--- src/rtl/bopit_pkg.sv ---
// Shared definitions for the Bop-it round scheduler and the scoring block.
//   state_e : scheduler states
//   LEVEL_W : level width, TICK_W : window width in ticks
//   limit() : reaction window length for a given level
package bopit_pkg;

  localparam int LEVEL_W = 4;
  localparam int TICK_W  = 8;

  typedef enum logic [1:0] {
    ST_IDLE   = 2'd0,
    ST_GAP    = 2'd1,
    ST_ACTIVE = 2'd2,
    ST_OVER   = 2'd3
  } state_e;

  // max(start - lvl*step, min), evaluated in 12 bits so the subtraction
  // never wraps for any legal level/step combination.
  function automatic logic [TICK_W-1:0] limit(input logic [LEVEL_W-1:0] lvl,
                                              input logic [11:0]        start_t,
                                              input logic [11:0]        step_t,
                                              input logic [11:0]        min_t);
    logic [11:0] red;
    logic [11:0] res;
    red = 12'(lvl) * step_t;
    if (start_t >= red + min_t) res = start_t - red;
    else                        res = min_t;
    return res[TICK_W-1:0];
  endfunction

endpackage

--- src/rtl/bopit_round_scheduler_tick_gen.sv ---
// Clearable slow-tick divider.
//   clk, rst_n : clock, async active-low reset
//   en         : count enable
//   clr        : synchronous clear (wins over en)
//   tick       : 1-cycle pulse when the count sits at DIV-1 while enabled
// tick is a function of the current count only, so the owner may derive clr
// from its next-state logic (which itself uses tick) without a loop.
module tick_gen #(
  parameter int DIV = 4
) (
  input  logic clk,
  input  logic rst_n,
  input  logic en,
  input  logic clr,
  output logic tick
);

  localparam int CW = (DIV > 2) ? $clog2(DIV) : 1;
  localparam logic [CW-1:0] LAST = CW'(DIV - 1);

  logic [CW-1:0] cnt_q, cnt_d;

  always_comb begin
    tick  = en && (cnt_q == LAST);
    cnt_d = cnt_q;
    if (clr)       cnt_d = '0;
    else if (tick) cnt_d = '0;
    else if (en)   cnt_d = cnt_q + CW'(1);
  end

  always_ff @(posedge clk or negedge rst_n) begin
    if (!rst_n) cnt_q <= '0;
    else        cnt_q <= cnt_d;
  end

endmodule

--- src/rtl/bopit_round_scheduler.sv ---
// Bop-it round scheduler: inter-round gaps, per-round reaction windows that
// shrink with level, and win/lose pulses for the game FSM.
//   clk, rst_n   : clock, async active-low reset
//   start        : pulse, begin a new game (IDLE/OVER only)
//   hit, miss    : pulses from debounced player inputs (ACTIVE only)
//   prompt_valid : pulse, round begins
//   round_active : reaction window open
//   success/fail : round won / lost pulses; timeout flags a lost-by-expiry
//   game_over    : high in OVER
//   level        : current level, ticks_left : remaining window ticks
module bopit_round_scheduler
  import bopit_pkg::*;
#(
  parameter int TICK_DIV    = 6_250_000,
  parameter int START_TICKS = 32,
  parameter int STEP_TICKS  = 2,
  parameter int MIN_TICKS   = 8,
  parameter int GAP_TICKS   = 8,
  parameter int MAX_LEVEL   = 15
) (
  input  logic               clk,
  input  logic               rst_n,
  input  logic               start,
  input  logic               hit,
  input  logic               miss,
  output logic               prompt_valid,
  output logic               round_active,
  output logic               success,
  output logic               fail,
  output logic               timeout,
  output logic               game_over,
  output logic [LEVEL_W-1:0] level,
  output logic [TICK_W-1:0]  ticks_left
);

  localparam int GAP_W = $clog2(GAP_TICKS + 1);
  localparam logic [GAP_W-1:0]   GAP_INIT = GAP_W'(GAP_TICKS);
  localparam logic [LEVEL_W-1:0] LVL_MAX  = LEVEL_W'(MAX_LEVEL);

  state_e             state_q, state_d;
  logic [GAP_W-1:0]   gap_cnt_q, gap_cnt_d;
  logic [LEVEL_W-1:0] level_q, level_d;
  logic [TICK_W-1:0]  ticks_left_q, ticks_left_d;
  logic               prompt_valid_q, prompt_valid_d;
  logic               round_active_q, round_active_d;
  logic               success_q, success_d;
  logic               fail_q, fail_d;
  logic               timeout_q, timeout_d;
  logic               game_over_q, game_over_d;

  logic tick, tick_en, tick_clr;

  tick_gen #(.DIV(TICK_DIV)) u_tick (
    .clk  (clk),
    .rst_n(rst_n),
    .en   (tick_en),
    .clr  (tick_clr),
    .tick (tick)
  );

  // Divider only runs while timing something; any state change restarts it so
  // each gap/window starts on a full tick period.
  assign tick_en  = (state_q == ST_GAP) || (state_q == ST_ACTIVE);
  assign tick_clr = (state_d != state_q);

  always_comb begin
    state_d        = state_q;
    gap_cnt_d      = gap_cnt_q;
    level_d        = level_q;
    ticks_left_d   = ticks_left_q;
    prompt_valid_d = 1'b0;
    success_d      = 1'b0;
    fail_d         = 1'b0;
    timeout_d      = 1'b0;
    unique case (state_q)
      ST_IDLE, ST_OVER: begin
        if (start) begin
          state_d   = ST_GAP;
          level_d   = '0;
          gap_cnt_d = GAP_INIT;
        end
      end
      ST_GAP: begin
        if (tick) begin
          if (gap_cnt_q == GAP_W'(1)) begin
            state_d        = ST_ACTIVE;
            prompt_valid_d = 1'b1;
            ticks_left_d   = limit(level_q, 12'(START_TICKS), 12'(STEP_TICKS), 12'(MIN_TICKS));
          end else begin
            gap_cnt_d = gap_cnt_q - GAP_W'(1);
          end
        end
      end
      ST_ACTIVE: begin
        // miss beats hit, and a hit on the expiring tick still wins the round
        if (miss) begin
          state_d      = ST_OVER;
          fail_d       = 1'b1;
          ticks_left_d = '0;
        end else if (hit) begin
          state_d      = ST_GAP;
          success_d    = 1'b1;
          ticks_left_d = '0;
          gap_cnt_d    = GAP_INIT;
          level_d      = (level_q >= LVL_MAX) ? LVL_MAX : level_q + LEVEL_W'(1);
        end else if (tick) begin
          if (ticks_left_q == TICK_W'(1)) begin
            state_d      = ST_OVER;
            fail_d       = 1'b1;
            timeout_d    = 1'b1;
            ticks_left_d = '0;
          end else begin
            ticks_left_d = ticks_left_q - TICK_W'(1);
          end
        end
      end
      default: state_d = ST_IDLE;
    endcase
    round_active_d = (state_d == ST_ACTIVE);
    game_over_d    = (state_d == ST_OVER);
  end

  always_ff @(posedge clk or negedge rst_n) begin
    if (!rst_n) begin
      state_q        <= ST_IDLE;
      gap_cnt_q      <= '0;
      level_q        <= '0;
      ticks_left_q   <= '0;
      prompt_valid_q <= 1'b0;
      round_active_q <= 1'b0;
      success_q      <= 1'b0;
      fail_q         <= 1'b0;
      timeout_q      <= 1'b0;
      game_over_q    <= 1'b0;
    end else begin
      state_q        <= state_d;
      gap_cnt_q      <= gap_cnt_d;
      level_q        <= level_d;
      ticks_left_q   <= ticks_left_d;
      prompt_valid_q <= prompt_valid_d;
      round_active_q <= round_active_d;
      success_q      <= success_d;
      fail_q         <= fail_d;
      timeout_q      <= timeout_d;
      game_over_q    <= game_over_d;
    end
  end

  assign prompt_valid = prompt_valid_q;
  assign round_active = round_active_q;
  assign success      = success_q;
  assign fail         = fail_q;
  assign timeout      = timeout_q;
  assign game_over    = game_over_q;
  assign level        = level_q;
  assign ticks_left   = ticks_left_q;

endmodule

--- config.mk ---
export PLATFORM = sky130hd
export DESIGN_NAME = bopit_round_scheduler
export DESIGN_NICKNAME = d
export VERILOG_FILES = /design/src/rtl/bopit_pkg.sv /design/src/rtl/bopit_round_scheduler_tick_gen.sv /design/src/rtl/bopit_round_scheduler.sv
export SDC_FILE = /design/constraint.sdc
export NUM_CORES = 1
export LEC_CHECK = 0
export CORE_ASPECT_RATIO = 0.7
export CORE_MARGIN = 8
export CORE_UTILIZATION = 40
export DETAILED_ROUTE_END_ITERATION = 8
export SLEW_MARGIN = 20
export SYNTH_ARGS = -nofsm -noshare
export SYNTH_HDL_FRONTEND = slang
export SYNTH_HIERARCHICAL = 1
export SYNTH_SLANG_ARGS = --single-unit
--- constraint.sdc ---
create_clock -name clk -period 6.05 [get_ports clk]
set_clock_uncertainty 0.05 [all_clocks]
set_input_delay 0.605 -clock clk [delete_from_list [all_inputs] [get_ports clk]]
set_output_delay 0.605 -clock clk [all_outputs]
set_load 0.03 [all_outputs]
==> results.md, run 1 <==
- GRT Util Overall: 13.1%
- CTS max path bufs: 2
- Root Buffer: clkbuf_8
- Die X: 115 µm
- Crit Reg-Reg Startpoint: state_q[0]
- Vias per inst: 5.34
- Syn nets: 316
- Main combinational cell family by area after synthesis: simple AND/OR/NAND/NOR gates
- Synth warn: 6
- Antenna viol nets, final: 0
- P per Cell Area: 281 mW/mm²
- Fraction of layout cells with a size suffix above 1: 6.21%
- CP Data Arrival Time: 4.43 ns
- Gpl congestion: 0.846
- Max Fclk: 0.232 GHz
- CTS Hold Bufs: 0
- Mux share of post-synthesis cell area: 0.366%
- Area grow syn2layout: 14.4%
- Final Slew Violations: 0
- Register bit count reported by yosys: 47
- TritonCTS buffer count: 5
- Cell variety after synth: 53
- CTS tree: yes
- Post-Synth Adder-Cell Area: 4.12%
- Overflow after GRT: 0
- Pleak: 1.36 nW
- Initial antenna violation count: 0
- Sequential fraction of the synthesis area: 43.0%
- Clock transition at path regs: 0.09 ns
- Asr flop ratio synth: 100%
- Number of global-route vias before repair: 2095
- Crit path launch type: flop
- Ys flop type: dfrtp_1
- RSZ-0062 raised after global routing: false
- Drt wl/cell: 14.5 µm
- Drt pass-1 iters: 4
- Commonest non-fill, non-tap cells in the layout: dfrtp_1, nor2_1, clkdlybuf4s50_1
- Endpoints failing hold: 0
- Port Buf Inserts: 22
- Io pins: 23
- CP max FO: 12
- Synthesized area: 0.00274 mm²
- Synth Area in XOR/XNOR: 5.44%
- Die span in y: 85.2 µm
- Clk_lat worst skew: 0.30 ns
- Starting Density: 40.9%
- Fin Hold WS: 0.255 ns
- Drt first-iter violations: 159
- Minimum clock period: 4.30 ns
- WS Path Type: reg2reg
- Row Count: 25
- HP Class: in2async
- Cells after synthesis: 302
- PostCTS Resize Cnt: 0
- Worst setup EP type: flop
- Post-Synth Simple-Gate Area: 26.6%
- Placed insts: 409
- Max-cap viol count: 0
- Most common cell after layout, fill and taps aside: dfrtp_1
- Outcome: finished, final reports clean
- DRC violations left: 0
- H-tree Lvls: 2
- Core area: 0.00669 mm²
- DP HPWL: 4460 µm
- Slew @ Worst Pin: 0.719 ns
- Clock sink count: 47
- ANT cells: 0
- Die Area: 0.00979 mm²
- WP data required: 6.18 ns
- Worst R2R Setup Slack: 1.75 ns
- Final Util: 46.8%
- Reg2reg path depth: 15
- Synth Area in Compound Gates: 16.2%
- First-pass GRT wire length: 10500 µm
- Maximum vdd drop: 165 µV
- Number of flops mapped to enable cells by yosys: 0
- WL final: 6040 µm
- Fin Setup TNS: 0 ns
- Slew margin rel.: 51.7%
- Post-Syn Area per Cell: 9.06 µm²
- Largest net degree at the start of global routing: 48
- Final setup fails: 0
- R2R Path End: u_tick/cnt_q[15]
- Layout net count: 336
- Final non-filler cell total: 416
- Final critical-path share of the clock period: 71.1%
- Total number of vias: 2222
- Setup Fix Bufs, Post-CTS: 0
-- synthesized netlist by cell type (5+ instances only) --
cell       n  area (µm²)
dfrtp_1   47        1180
nand4_1    5        31.3
xnor2_1    5        43.8
ha_1       9         113
nor3_1    15        75.1
xor2_1    12         105
a21oi_1   15        75.1
o21ai_0   20         100
nand3_1   16        80.1
nor2_1    35         131
a21o_1     5        37.5
nand2_1   20        75.1
inv_1     18        67.6
nand2b_1   7        43.8
-- area by class of cell --
cell class                 instances  area [µm²]
fill                             648        3560
multi-input combinational        227        1440
sequential                        47        1180
timing repair buffer              23         225
tap                               94         118
clock buffer                       6        72.6
inverter                          18        67.6
clock inverter                     1        30.0
-- sequential cells by signal (all words and copies together) (netlist names) --
signal,count
round_active,1
gap_cnt_q,4
u_tick/cnt_q,23
timeout,1
state_q,2
level,4
ticks_left,8
prompt_valid,1
fail,1
game_over,1
success,1
-- per-layer routing --
metal  track usage, %  vias to the layer above  part of all wire, %
met2             17.0                       50                   38
met5                0                        -                    0
met1             20.3                     1049                   54
li1                 -                     1121                    -
met3             3.33                        2                  6.6
met4             3.33                        0                 0.55
-- logic make-up after synthesis --
family / Yosys count
compound gates: 67
xor+xnor: 17
fa+ha+maj: 9
buf+inv: 28
flops: 47
mux: 1
simple gates: 133
-- power breakdown --
group	leakage, nW	internal [W]	switching, W
Sequential	0.642	0.000332	0.0000224
Combinational	0.663	0.0000981	0.000203
Clock	0.0513	0.000121	0.000102
Total	1.36	0.000551	0.000327
-- through the flow --
step                      total power (W)  worst slack (ns)  instance area, µm²
after global placement           0.000657              1.94                3030
after floorplan                  0.000591              2.32                2740
after detailed placement         0.000658              1.79                3030
after global routing             0.000939              1.30                3130
after CTS                        0.000884              1.77                3130
final                            0.000878              1.75                3130
-- worst max path at each step --
stage | end | startpoint | cells past startpoint
2_1_floorplan | u_tick/cnt_q[15] | state_q[0] | 18
3_3_place_gp | u_tick/cnt_q[13] | state_q[0] | 15
3_5_place_dp | u_tick/cnt_q[15] | state_q[0] | 15
4_1_cts | u_tick/cnt_q[15] | state_q[0] | 15
5_1_grt | u_tick/cnt_q[13] | state_q[0] | 15
6_report | u_tick/cnt_q[15] | state_q[0] | 15
-- worst max-delay path, cell delays in order (launching register included) --
cell and delay, ns:
dfrtp_1 0.43, inv_1 0.09, ha_1 0.35, inv_1 0.26, nand3_1 0.19, or4_1 0.58, inv_1 0.21, a41oi_1 0.18
nor3_1 0.29, o21ai_0 0.12, nand3_1 0.23, nor2_1 0.20, nor3_1 0.59, nand4_1 0.20, xor2_1 0.17, nor2_1 0.05
Power figures use the tool's default switching activity.
==> run 2, diff against run 1 <==
==> constraint.sdc (replaced) <==
create_clock -name clk -period 3.9 [get_ports clk]
set_clock_uncertainty 0.05 [all_clocks]
set_input_delay 0.39 -clock clk [delete_from_list [all_inputs] [get_ports clk]]
set_output_delay 0.39 -clock clk [all_outputs]
set_load 0.03 [all_outputs]
==> run 2 against run 1 <==
  * Register-to-register slack got worse by 1.5 ns
  * Count of clock-buffer cells in the layout unchanged
  * Sequential share of layout area decreased by 0.34 points
  * Power increased by 56%
  * Via count rose by 0.18%
  * Non-clock buffer count rose by 4
  * Largest cell class unchanged
==> results.md, run 2 (same netlist as run 1, synthesis figures left out) <==
- GRT Util Overall: 13.8% (+0.73 points)
- Starting Density: 40.9% (unchanged)
- Layout net count: 340 (+1.2%)
- Crit Reg-Reg Startpoint: state_q[0]
- Final setup fails: 0 (unchanged)
- Vias per inst: 5.30 (-0.77%)
- First-pass GRT wire length: 10800 µm (+2.4%)
- Worst R2R Setup Slack: 0.27 ns (-1.48 ns)
- Final critical-path share of the clock period: 93.1% (+22 points)
- CTS max path bufs: 2 (unchanged)
- Fraction of layout cells with a size suffix above 1: 8.59% (+2.4 points)
- DRC violations left: 0 (unchanged)
- Crit-path leading delay family: simple AND/OR/NAND/NOR gates
- Area grow syn2layout: 15.5%
- Root Buffer: clkbuf_8
- CP bufs+invs: 4 (+1)
- Slew @ Worst Pin: 0.642 ns (-0.0765 ns)
- CP max FO: 8 (-4)
- PostCTS Resize Cnt: 0 (unchanged)
- Maximum vdd drop: 212 µV (+28%)
- Crit path launch type: flop
- Clk_lat worst skew: 0.30 ns (about the same)
- Commonest non-fill, non-tap cells in the layout: dfrtp_1, nor2_1, clkdlybuf4s50_1
- Minimum clock period: 3.63 ns (-0.671 ns)
- Slowest CP cell: or4_1
- Max Fclk: 0.275 GHz (+18%)
- Dpl cell area: 0.00306 mm² (+0.99%)
- Area occupied by multi-input gates: 0.00146 mm² (+0.95%)
- Die X: 115 µm (unchanged)
- Max-cap viol count: 0 (unchanged)
- Final instance area: 0.00316 mm² (+0.92%)
- Most common cell after layout, fill and taps aside: dfrtp_1
- R2R Path End: u_tick/cnt_q[20]
- Setup Fix Bufs, Post-CTS: 0 (unchanged)
- Outcome: finished, final reports clean
- Core area: 0.00669 mm² (unchanged)
- CTS Hold Bufs: 0 (unchanged)
- Drt wl/cell: 15.2 µm (+4.4%)
- Register area: 0.00118 mm² (unchanged)
- Final Util: 47.2% (+0.43 points)
- ANT cells: 0 (unchanged)
- Crit-path max cell delay: 0.60 ns (about the same)
- Antenna viol nets, final: 0 (unchanged)
- Largest net degree at the start of global routing: 48 (unchanged)
- RSZ-0062 raised after global routing: true
- Row Count: 25 (unchanged)
- WL final: 6360 µm (+5.4%)
- Reg2reg path depth: 15 (unchanged)
- Pleak: 1.37 nW (+1.3%)
- Top reg by flops: u_tick/cnt_q
- CTS tree: yes
- CP Data Arrival Time: 3.77 ns (-0.66 ns)
- Drt first-iter violations: 134 (-16%)
- HP Class: in2async
- Max reg flops: 23 (unchanged)
- TritonCTS buffer count: 5 (unchanged)
- Io pins: 23 (unchanged)
- Cell Chain, Critical Path: inv_1 -> ha_1 -> inv_1 -> nand3_1 -> or4_1 -> inv_2 -> a41oi_1 -> nor3_1 -> o21ai_0 -> nand3_1 -> nor2_2 -> buf_4 -> nor4b_1 -> xnor2_1 -> nor2_1
- DP HPWL: 4580 µm (+2.6%)
- Port Buf Inserts: 22 (unchanged)
- Slew margin rel.: 56.9% (+5.1 points)
- Initial antenna violation count: 0 (unchanged)
- Clock sink count: 47 (unchanged)
- Final Slew Violations: 0 (unchanged)
- P per Cell Area: 435 mW/mm² (+55%)
- Worst setup EP type: flop
- WP data required: 4.04 ns (-2.14 ns)
- Die Area: 0.00979 mm² (unchanged)
- Endpoints failing hold: 0 (unchanged)
- Number of global-route vias before repair: 2048 (-2.2%)
- WS Path Type: reg2reg
- FILL cells: 649 (+0.15%)
- Drt pass-1 iters: 5 (+1)
- Die span in y: 85.2 µm (unchanged)
- Clock transition at path regs: 0.09 ns (about the same)
- Overflow after GRT: 0 (unchanged)
- H-tree Lvls: 2 (unchanged)
- Gpl congestion: 0.793 (-6.3%)
- Total number of vias: 2226 (+0.18%)
==> run 2: report_power, final <==
group | total (W) | internal (W) | switching (W) | leakage [nW]
sequential | 0.000549 | 0.000515 | 0.0000345 | 0.642
combinational | 0.000521 | 0.000185 | 0.000336 | 0.685
clock | 0.000304 | 0.000140 | 0.000164 | 0.0470
==> run 2: routing by layer <==
metal	up-vias	routed length [µm]	global-route usage (%)
li1	1122	-	-
met1	1038	3490	22.8
met2	61	2350	16.2
met3	5	458	3.33
met4	0	60	4.04
met5	-	0	0
==> run 2: worst max-delay path by stage <==
stage                from               end  depth (start not counted)
2_1_floorplan  state_q[0]  u_tick/cnt_q[15]                         18
3_3_place_gp   state_q[0]  u_tick/cnt_q[13]                         15
3_5_place_dp   state_q[0]  u_tick/cnt_q[15]                         15
4_1_cts        state_q[0]  u_tick/cnt_q[15]                         15
5_1_grt        state_q[0]  u_tick/cnt_q[20]                         15
6_report       state_q[0]  u_tick/cnt_q[20]                         15
==> run 2: through the flow <==
stage | setup slack [ns] | total power [W] | hold WS [ns] | instances | TNS (ns)
after floorplan | 0.174 | 0.000916 | 0.0444 | 302 | 0
after global placement | 0.277 | 0.00106 | 0.462 | 413 | 0
after detailed placement | 0.0351 | 0.00107 | 0.462 | 413 | 0
after CTS | 0.00681 | 0.00138 | 0.276 | 420 | 0
after global routing | -0.00949 | 0.00147 | 0.0968 | 420 | -0.0168
final | 0.269 | 0.00137 | 0.0336 | 420 | 0
==> run 2: layout make-up <==
type / count / share of cell area [%]
clock buffer: 6 / 2.61
clock inverter: 1 / 0.158
inverter: 18 / 2.14
multi-input combinational: 227 / 46.1
sequential: 47 / 37.2
tap: 94 / 3.72
timing repair buffer: 27 / 8.08
